`src/rtl/mmc_dma_engine.sv`:
```
// Byte-stream DMA bridge between an MMC read-data source and a PPC DMA/Wishbone host.
// The host drains a small byte FIFO through the DATA register; the transfer length is set in LEN.
module mmc_dma_engine #(
    parameter int FIFO_DEPTH = 4
) (
    input  logic       wb_clk_i,
    input  logic       wb_rst_n_i,
    input  logic       wb_cyc_i,
    input  logic       wb_stb_i,
    input  logic       wb_we_i,
    input  logic [3:0] wb_adr_i,
    input  logic [7:0] wb_dat_i,
    output logic [7:0] wb_dat_o,
    output logic       wb_ack_o,
    input  logic [7:0] src_dat_i,
    input  logic       src_vld_i,
    output logic       src_rdy_o,
    output logic       dma_req_o,
    input  logic       dma_ack_i,
    output logic       dma_eot_o,
    output logic       irq_done_o
);
    localparam int AW = (FIFO_DEPTH > 1) ? $clog2(FIFO_DEPTH) : 1;
    localparam int LW = AW + 1;

    typedef enum logic [1:0] {IDLE, RUN, TERM} state_t;

    state_t        state_q;
    logic [7:0]    mem_q [FIFO_DEPTH];
    logic [AW-1:0] wr_ptr_q, rd_ptr_q;
    logic [LW-1:0] level_q;
    logic [15:0]   len_q, rem_in_q, rem_out_q;
    logic          ack_q, start_q, abort_q, done_q, underrun_q, req_q, eot_q;
    logic [7:0]    dat_q;

    logic          wb_req, wb_wr, wb_rd, empty, full, busy, push, pop, flush;
    logic          underrun_set, done_clr, underrun_clr;
    logic [4:0]    level_ext;
    logic [7:0]    rd_mux;

    assign wb_req       = wb_cyc_i && wb_stb_i && !ack_q;
    assign wb_wr        = wb_req && wb_we_i;
    assign wb_rd        = wb_req && !wb_we_i;
    assign empty        = (level_q == '0);
    assign full         = (level_q == LW'(FIFO_DEPTH));
    assign busy         = (state_q != IDLE);
    assign src_rdy_o    = (state_q == RUN) && !full && (rem_in_q != 16'd0);
    assign push         = src_vld_i && src_rdy_o;
    assign pop          = wb_rd && (wb_adr_i == 4'd0) && !empty;
    // Start and abort reach the FSM one cycle after the CTRL write is captured.
    assign flush        = ((state_q == IDLE) && start_q && (len_q != 16'd0)) ||
                          ((state_q == RUN) && abort_q);
    assign underrun_set = (wb_rd && (wb_adr_i == 4'd0) && empty) ||
                          (dma_ack_i && (state_q == RUN) && empty);
    assign done_clr     = wb_wr && (wb_adr_i == 4'd4) && wb_dat_i[0];
    assign underrun_clr = wb_wr && (wb_adr_i == 4'd4) && wb_dat_i[1];
    assign level_ext    = 5'(level_q);

    always_comb begin
        rd_mux = 8'h00;
        case (wb_adr_i)
            4'd0:    rd_mux = empty ? 8'h00 : mem_q[rd_ptr_q];
            4'd1:    rd_mux = {7'b0, busy};
            4'd2:    rd_mux = len_q[7:0];
            4'd3:    rd_mux = len_q[15:8];
            4'd4:    rd_mux = {level_ext[3:0], 2'b00, underrun_q, done_q};
            default: rd_mux = 8'h00;
        endcase
    end

    always_ff @(posedge wb_clk_i) begin
        if (push) begin
            mem_q[wr_ptr_q] <= src_dat_i;
        end
    end

    always_ff @(posedge wb_clk_i) begin
        if (!wb_rst_n_i) begin
            state_q    <= IDLE;
            wr_ptr_q   <= '0;
            rd_ptr_q   <= '0;
            level_q    <= '0;
            len_q      <= 16'd0;
            rem_in_q   <= 16'd0;
            rem_out_q  <= 16'd0;
            ack_q      <= 1'b0;
            dat_q      <= 8'h00;
            start_q    <= 1'b0;
            abort_q    <= 1'b0;
            done_q     <= 1'b0;
            underrun_q <= 1'b0;
            req_q      <= 1'b0;
            eot_q      <= 1'b0;
        end else begin
            ack_q   <= wb_req;
            dat_q   <= wb_rd ? rd_mux : 8'h00;
            start_q <= wb_wr && (wb_adr_i == 4'd1) && wb_dat_i[0] && !wb_dat_i[1];
            abort_q <= wb_wr && (wb_adr_i == 4'd1) && wb_dat_i[1];
            eot_q   <= 1'b0;
            req_q   <= (state_q == RUN) && !empty && (rem_out_q != 16'd0);

            if (wb_wr && (wb_adr_i == 4'd2) && !busy) len_q[7:0]  <= wb_dat_i;
            if (wb_wr && (wb_adr_i == 4'd3) && !busy) len_q[15:8] <= wb_dat_i;

            if (flush) begin
                wr_ptr_q <= '0;
                rd_ptr_q <= '0;
                level_q  <= '0;
            end else begin
                if (push) wr_ptr_q <= wr_ptr_q + AW'(1);
                if (pop)  rd_ptr_q <= rd_ptr_q + AW'(1);
                case ({push, pop})
                    2'b10:   level_q <= level_q + LW'(1);
                    2'b01:   level_q <= level_q - LW'(1);
                    default: level_q <= level_q;
                endcase
            end

            if (push && (rem_in_q != 16'd0)) rem_in_q <= rem_in_q - 16'd1;
            if (pop && (state_q == RUN) && (rem_out_q != 16'd0)) rem_out_q <= rem_out_q - 16'd1;

            if (underrun_clr) underrun_q <= 1'b0;
            if (underrun_set) underrun_q <= 1'b1;
            if (done_clr)     done_q     <= 1'b0;

            case (state_q)
                IDLE: begin
                    if (start_q) begin
                        if (len_q != 16'd0) begin
                            state_q   <= RUN;
                            rem_in_q  <= len_q;
                            rem_out_q <= len_q;
                        end else begin
                            state_q <= TERM;
                        end
                    end
                end
                RUN: begin
                    if (abort_q) begin
                        state_q   <= IDLE;
                        rem_in_q  <= 16'd0;
                        rem_out_q <= 16'd0;
                    end else if (pop && (rem_out_q == 16'd1)) begin
                        state_q <= TERM;
                    end
                end
                TERM: begin
                    // Completion outranks a same-cycle host clear of done.
                    state_q <= IDLE;
                    eot_q   <= 1'b1;
                    done_q  <= 1'b1;
                end
                default: state_q <= IDLE;
            endcase
        end
    end

    assign wb_ack_o   = ack_q;
    assign wb_dat_o   = dat_q;
    assign dma_req_o  = req_q;
    assign dma_eot_o  = eot_q;
    assign irq_done_o = done_q;

endmodule

```
`config.mk`:
```
export PLATFORM = sky130hd
export DESIGN_NAME = mmc_dma_engine
export DESIGN_NICKNAME = d
export VERILOG_FILES = /design/src/rtl/mmc_dma_engine.sv
export SDC_FILE = /design/constraint.sdc
export NUM_CORES = 1
export LEC_CHECK = 0
export BUFFER_PORTS_ARGS = -buffer_cell sky130_fd_sc_hd__clkbuf_2
export CAP_MARGIN = 40
export CORE_UTILIZATION = 56
export DETAILED_ROUTE_END_ITERATION = 10
export GPL_TIMING_DRIVEN = 1
export PLACE_DENSITY = 0.75
export SLEW_MARGIN = 20
export SYNTH_ARGS = -nofsm -noshare
export SYNTH_HDL_FRONTEND = slang
export SYNTH_SLANG_ARGS = --single-unit
```
`constraint.sdc`:
```
create_clock -name wb_clk_i -period 4.5 [get_ports wb_clk_i]
set_input_delay 0.45 -clock wb_clk_i [delete_from_list [all_inputs] [get_ports wb_clk_i]]
set_output_delay 0.45 -clock wb_clk_i [all_outputs]
set_load 0.05 [all_outputs]
```
== Word-level counts from Yosys, hierarchy flattened ==
Memories as Yosys holds them, arrays and structs flattened. A register that Yosys moved wholly into a read port is not among the register bits.
Cells that the tools add are included.
Storage, ports and cells
  flip-flop bits (word level): 72
  RAM bits: 32
  logic and storage cells: 116
  memories kept: 1
Operators by class
  add/sub/neg operators: 6
  eq/ne operators: 12
  muxes and demuxes: 27
  bitwise logic cells: 1
  reduce and logical (&&, ||, !) cells: 53
Memory list
  mem_q: depth 4, bits a word 8, rd ports 1, clocked after Yosys merged registers in 1, write ports 1, line 29  | logic [7:0] mem_q [FIFO_DEPTH];
Operators with widths (number)
  2-to-1 mux 16 bit: 8
  one-hot mux 16 bit (2 select lines): 2
  nonzero test 16 bit: 3
  one-hot mux 8 bit (5 select lines): 1
  logical AND 1 bit: 32
  subtractor 16 x 1 -> 16 bit (second input constant): 2
  == test 16 x 1 -> 1 bit (second input constant): 1
  2-to-1 mux 2 bit: 6
  == test 4 x 2 -> 1 bit (second input constant): 2
  2-to-1 mux 8 bit: 1
  nonzero test 2 bit: 4
  2-to-1 mux 1 bit: 7
  zero test 1 bit: 6
  one-hot mux 3 bit (2 select lines): 1
  adder 2 x 1 -> 2 bit (second input constant): 2
  == test 2 x 1 -> 1 bit (second input constant): 2
  == test 2 bit (second input constant): 2
  == test 4 x 1 -> 1 bit (second input constant): 1
  == test 4 x 3 -> 1 bit (second input constant): 1
  zero test 4 bit: 1
  one-hot mux 2 bit (2 select lines): 1
  AND reduction 2 bit: 2
  adder 3 x 1 -> 3 bit (second input constant): 1
  == test 3 bit (second input constant): 1
  other kinds (8): 9

== Longest topological paths before layout ==
  depth after elaboration: 11
  depth in mapped cells: 13
  mapped depth without buffers: 13

== Worst setup path before layout ==
No wires, ideal clock.
  kind: register to register
  start: register ack_q (netlist: wb_ack_o)
  end: register level_q[2]
  library setup time: 0.127 ns
  arrival time: 2.569 ns
  required time: 4.373 ns
  slack: 1.804 ns
  stages on the path, launching flop included: 10
  path buffers: 0
  clock period less this slack: 2.696 ns
  cell sequence: dfxtp_1 or4bb_1 nor3_1 ha_1 inv_1 fa_1 xor2_1 nor2_1 xnor2_1 nor2_1
Between the ends
  word-level cells in the longest chain between the ends: 7
RTL lines
  start, declared: line 33  | logic ack_q, start_q, abort_q, done_q, underrun_q, req_q, eot_q;
  start signal, assigned: line 95  | ack_q <= wb_req;
  zero test 1 bit (*): line 41  | assign wb_req = wb_cyc_i && wb_stb_i && !ack_q;
  logical AND 1 bit (*): line 41
  logical AND 1 bit (*): line 43  | assign wb_rd = wb_req && !wb_we_i;
  logical AND 1 bit (*) (2 in a row): line 49  | assign pop = wb_rd && (wb_adr_i == 4'd0) && !empty;
  == test 2 x 1 -> 1 bit / == test 2 bit (equally long branches): line 112  | case ({push, pop})
  one-hot mux 3 bit (2 select lines) / nonzero test 2 bit (equally long branches)
  end signal, assigned: line 113  | 2'b10: level_q <= level_q + LW'(1);
  end signal, assigned: line 114  | 2'b01: level_q <= level_q - LW'(1);
  end signal, assigned: line 115  | default: level_q <= level_q;
  end, declared: line 31  | logic [LW-1:0] level_q;
Mark *: on every way between the ends. The rest lies on a longest branch, timed or not.
A chain may end at the register's enable or synchronous reset.

== Worst setup path after layout ==
  start: register rem_in_q[0]
  end: register level_q[2]
Between the ends
  word-level cells in the longest chain between the ends: 5
RTL lines
  start, declared: line 32  | logic [15:0] len_q, rem_in_q, rem_out_q;
  start signal, assigned: line 119  | if (push && (rem_in_q != 16'd0)) rem_in_q <= rem_in_q - 16'd1;
  start signal, assigned: line 131  | rem_in_q <= len_q;
  nonzero test 16 bit (*): line 47  | assign src_rdy_o = (state_q == RUN) && !full && (rem_in_q != 16'd0);
  logical AND 1 bit (*): line 47
  logical AND 1 bit (*): line 48  | assign push = src_vld_i && src_rdy_o;
  == test 2 x 1 -> 1 bit / == test 2 bit (equally long branches): line 112
  one-hot mux 3 bit (2 select lines) / nonzero test 2 bit (equally long branches)
Marked as above.

==> flow_summary.yaml <==
finish:
  nNetsFinal: 526
  drive_gt1_share_pct: 16.6
  final_cell_mix: "dfxtp_1 (74), clkbuf_2 (39), nor2_1 (32), edfxtp_1 (32)"
  area_growth_pct: 9.53
  n_antenna_cell: 0
  finish.utilization_pct: 64.1
  final_common_cell: "dfxtp_1"
power_and_ir_drop:
  powerDensity_nw_per_um2: 308
  ir_drop_uv: 266
  cellLeakagePower_nw: 1.90
  totalPowerFinal_mw: 1.64
drt:
  wl_per_cell_um: 18.4
  wl_mm: 11.0
  postRouteAntennaNets: 0
  drc: 0
  vias: 3682
  first_pass_iters: 5
  drt_iter0_drc: 249
  viasPerCell: 6.16
critical_path:
  r2r_start: "rem_in_q[0]$_SDFF_PN0_"
  critical-path-max-stage-delay_ns: 0.51
  r2r_end: "level_q[2]$_SDFFE_PP0P_"
  cp_cell_sequence: "inv_1, ha_1, nor4b_1, and4_1, nor3b_2, inv_1, ha_1, inv_1, fa_1, xor2_1, nor2_1, xnor2_1, nor2_1"
  cp-start-kind: "register"
  cp_num_buf_inv: 3
  cp_top_family: "simple AND/OR/NAND/NOR gates"
  critPathSlowestCell: "and4_1"
  cp.required_ns: 4.75
  worstSetupEndpointType: "register"
  critPathMostFrequentCell: "inv_1"
  arrival_ns: 3.19
  worst-r2r-cell-count: 13
  worst-path-max-fanout: 11
  worstSetupPathType: "reg2reg"
  ff2ff_setup_slack_ns: 1.56
clocking:
  cts_sinks: 106
  path_clk_slew_ns: 0.11
  cts_resized: 0
  cts_root_buf: "clkbuf_8"
  cts_setup_buffers: 0
  clk_latency_ns: 0.38
  cts_made_buffers: 9
  cts_htree_levels: 3
  clk_path_buf_depth: 2
  cts_hold_buf: 0
  cts_tree: "done"
global_route:
  grt_pass1_wl_mm: 17.0
  antenna_found_initial: 0
  grt_usage_pct: 25.4
  grt_max_degree: 38
  grt_pass1_vias: 3434
  grt_overflow: 0
placement:
  numPortBuffers: 39
  hpwl_mm: 8.05
  routabilityCongestion: 0.881
  dp_slack_ns: 1.55
yosys:
  syn_area_um2: 4860
  synth_edf_count: 32
  synth.avg_cell_area_um2: 10.7
  ys.flop_type: "dfxtp_1"
  synth_cells: 456
  synth_cell_types: 55
  ys_seq_area_share_pct: 50.3
  synth_seq_cells: 106
  synth_nets: 494
  synth-async-reset-ratio_pct: 0
  yosys_warnings: 0
hold_path:
  min_from: "src_dat_i[2]"
  hold_path.class: "in2reg"
  hold-path-endpoint: "mem_q[2][2]$_DFFE_PP_"
  hold_depth: 1
timing:
  clock_skew_ns: 0.00973
  tightestPinTransition_ns: 0.694
  finalCritPeriodShare_pct: 65.2
  relSlewSlack_pct: 53.5
  finalCriticalPeriod_ns: 2.94
  rsz0062_at_grt: "false"
  setup_tns_ns: 0
  slew_viol_final: 0
  setup_viol: 0
  fmax_mhz: 341
  report.final.hold_viol_count: 0
  setup_ws_ns: 1.56
floorplan:
  die_height_um: 95.2
  die_area_um2: 9050
  io_pins: 40
  rows: 33
  coreArea_um2: 8300
  start_util_pct: 58.6
  die_width_um: 95.2
outcome:
  status: "completed"
run:
  maxCapViolations: 0
final cells by class:
cell class | count | area (µm²)
Clock inverter | 6 | 67.6
Multi-Input combinational cell | 315 | 2270
Timing Repair Buffer | 43 | 225
Inverter | 13 | 48.8
Fill cell | 694 | 2980
Clock buffer | 10 | 138
Sequential cell | 106 | 2440
Tap cell | 105 | 131
Yosys cell counts, drive strengths merged (14+ instances only):
cell type  instances  share of area [%]
a21oi             24                2.5
clkbuf            17                1.3
dfxtp             74                 30
edfxtp            32                 20
nand2             19                1.5
nand3             23                2.4
nor2              32                2.5
nor4              21                3.0
o21ai             24                2.5
xnor2             14                2.5
xor2              18                3.2
worst max path at each step:
stage | startpoint | end | slack (ns) | cells after the start
after floorplan | wb_ack_o$_SDFF_PN0_ | level_q[2]$_SDFFE_PP0P_ | 1.80 | 9
after global placement | wb_adr_i[0] | level_q[2]$_SDFFE_PP0P_ | 1.64 | 10
after detailed placement | wb_adr_i[0] | level_q[2]$_SDFFE_PP0P_ | 1.55 | 10
after CTS | rem_in_q[0]$_SDFF_PN0_ | level_q[2]$_SDFFE_PP0P_ | 1.57 | 13
after global routing | rem_in_q[2]$_SDFF_PN0_ | level_q[2]$_SDFFE_PP0P_ | 1.29 | 11
final | rem_in_q[0]$_SDFF_PN0_ | level_q[2]$_SDFFE_PP0P_ | 1.56 | 13
kinds of logic after synthesis:
| logic type | synth area share, % |
|---|---|
| simple gates | 21.0 |
| buf+inv | 3.04 |
| flops | 50.3 |
| fa+ha+maj | 2.99 |
| mux | 6.72 |
| xor+xnor | 5.77 |
| compound gates | 10.2 |
layer usage:
layer | up-vias | routed length, µm | share of wire (%) | GRT usage (%)
met5 | - | 0 | 0 | 0
met4 | 0 | 216 | 2.0 | 8.46
met3 | 21 | 539 | 4.9 | 4.63
met2 | 112 | 5610 | 51 | 44.8
met1 | 1782 | 4620 | 42 | 31.0
li1 | 1767 | - | - | -
state kept, by name (all words and copies together), names as in the netlist, named ones only:
| signal | flops |
|---|---|
| mem_q | 32 |
| len_q | 16 |
| rem_in_q | 16 |
| rem_out_q | 16 |
| wb_dat_o | 8 |
| level_q | 3 |
| rd_ptr_q | 2 |
| state_q | 2 |
| wr_ptr_q | 2 |
| abort_q | 1 |
| dma_eot_o | 1 |
| dma_req_o | 1 |
| irq_done_o | 1 |
| start_q | 1 |
| underrun_q | 1 |
| wb_ack_o | 1 |
metrics by stage:
stage / cells / instance area, µm² / hold WS [ns]
6_report: 598 / 5320 / 0.279
5_1_grt: 598 / 5320 / 0.278
4_1_cts: 598 / 5320 / 0.273
3_5_place_dp: 582 / 5120 / 0.501
3_3_place_gp: 582 / 5120 / 0.498
2_1_floorplan: 456 / 4860 / 0.460
power breakdown:
| part | internal [mW] | leakage (nW) | switching (mW) |
|---|---|---|---|
| registers | 0.983 | 0.883 | 0.00118 |
| clock network | 0.235 | 0.105 | 0.365 |
| logic | 0.0194 | 0.913 | 0.0354 |
Note: power is estimated with default switching activity, not from simulation.
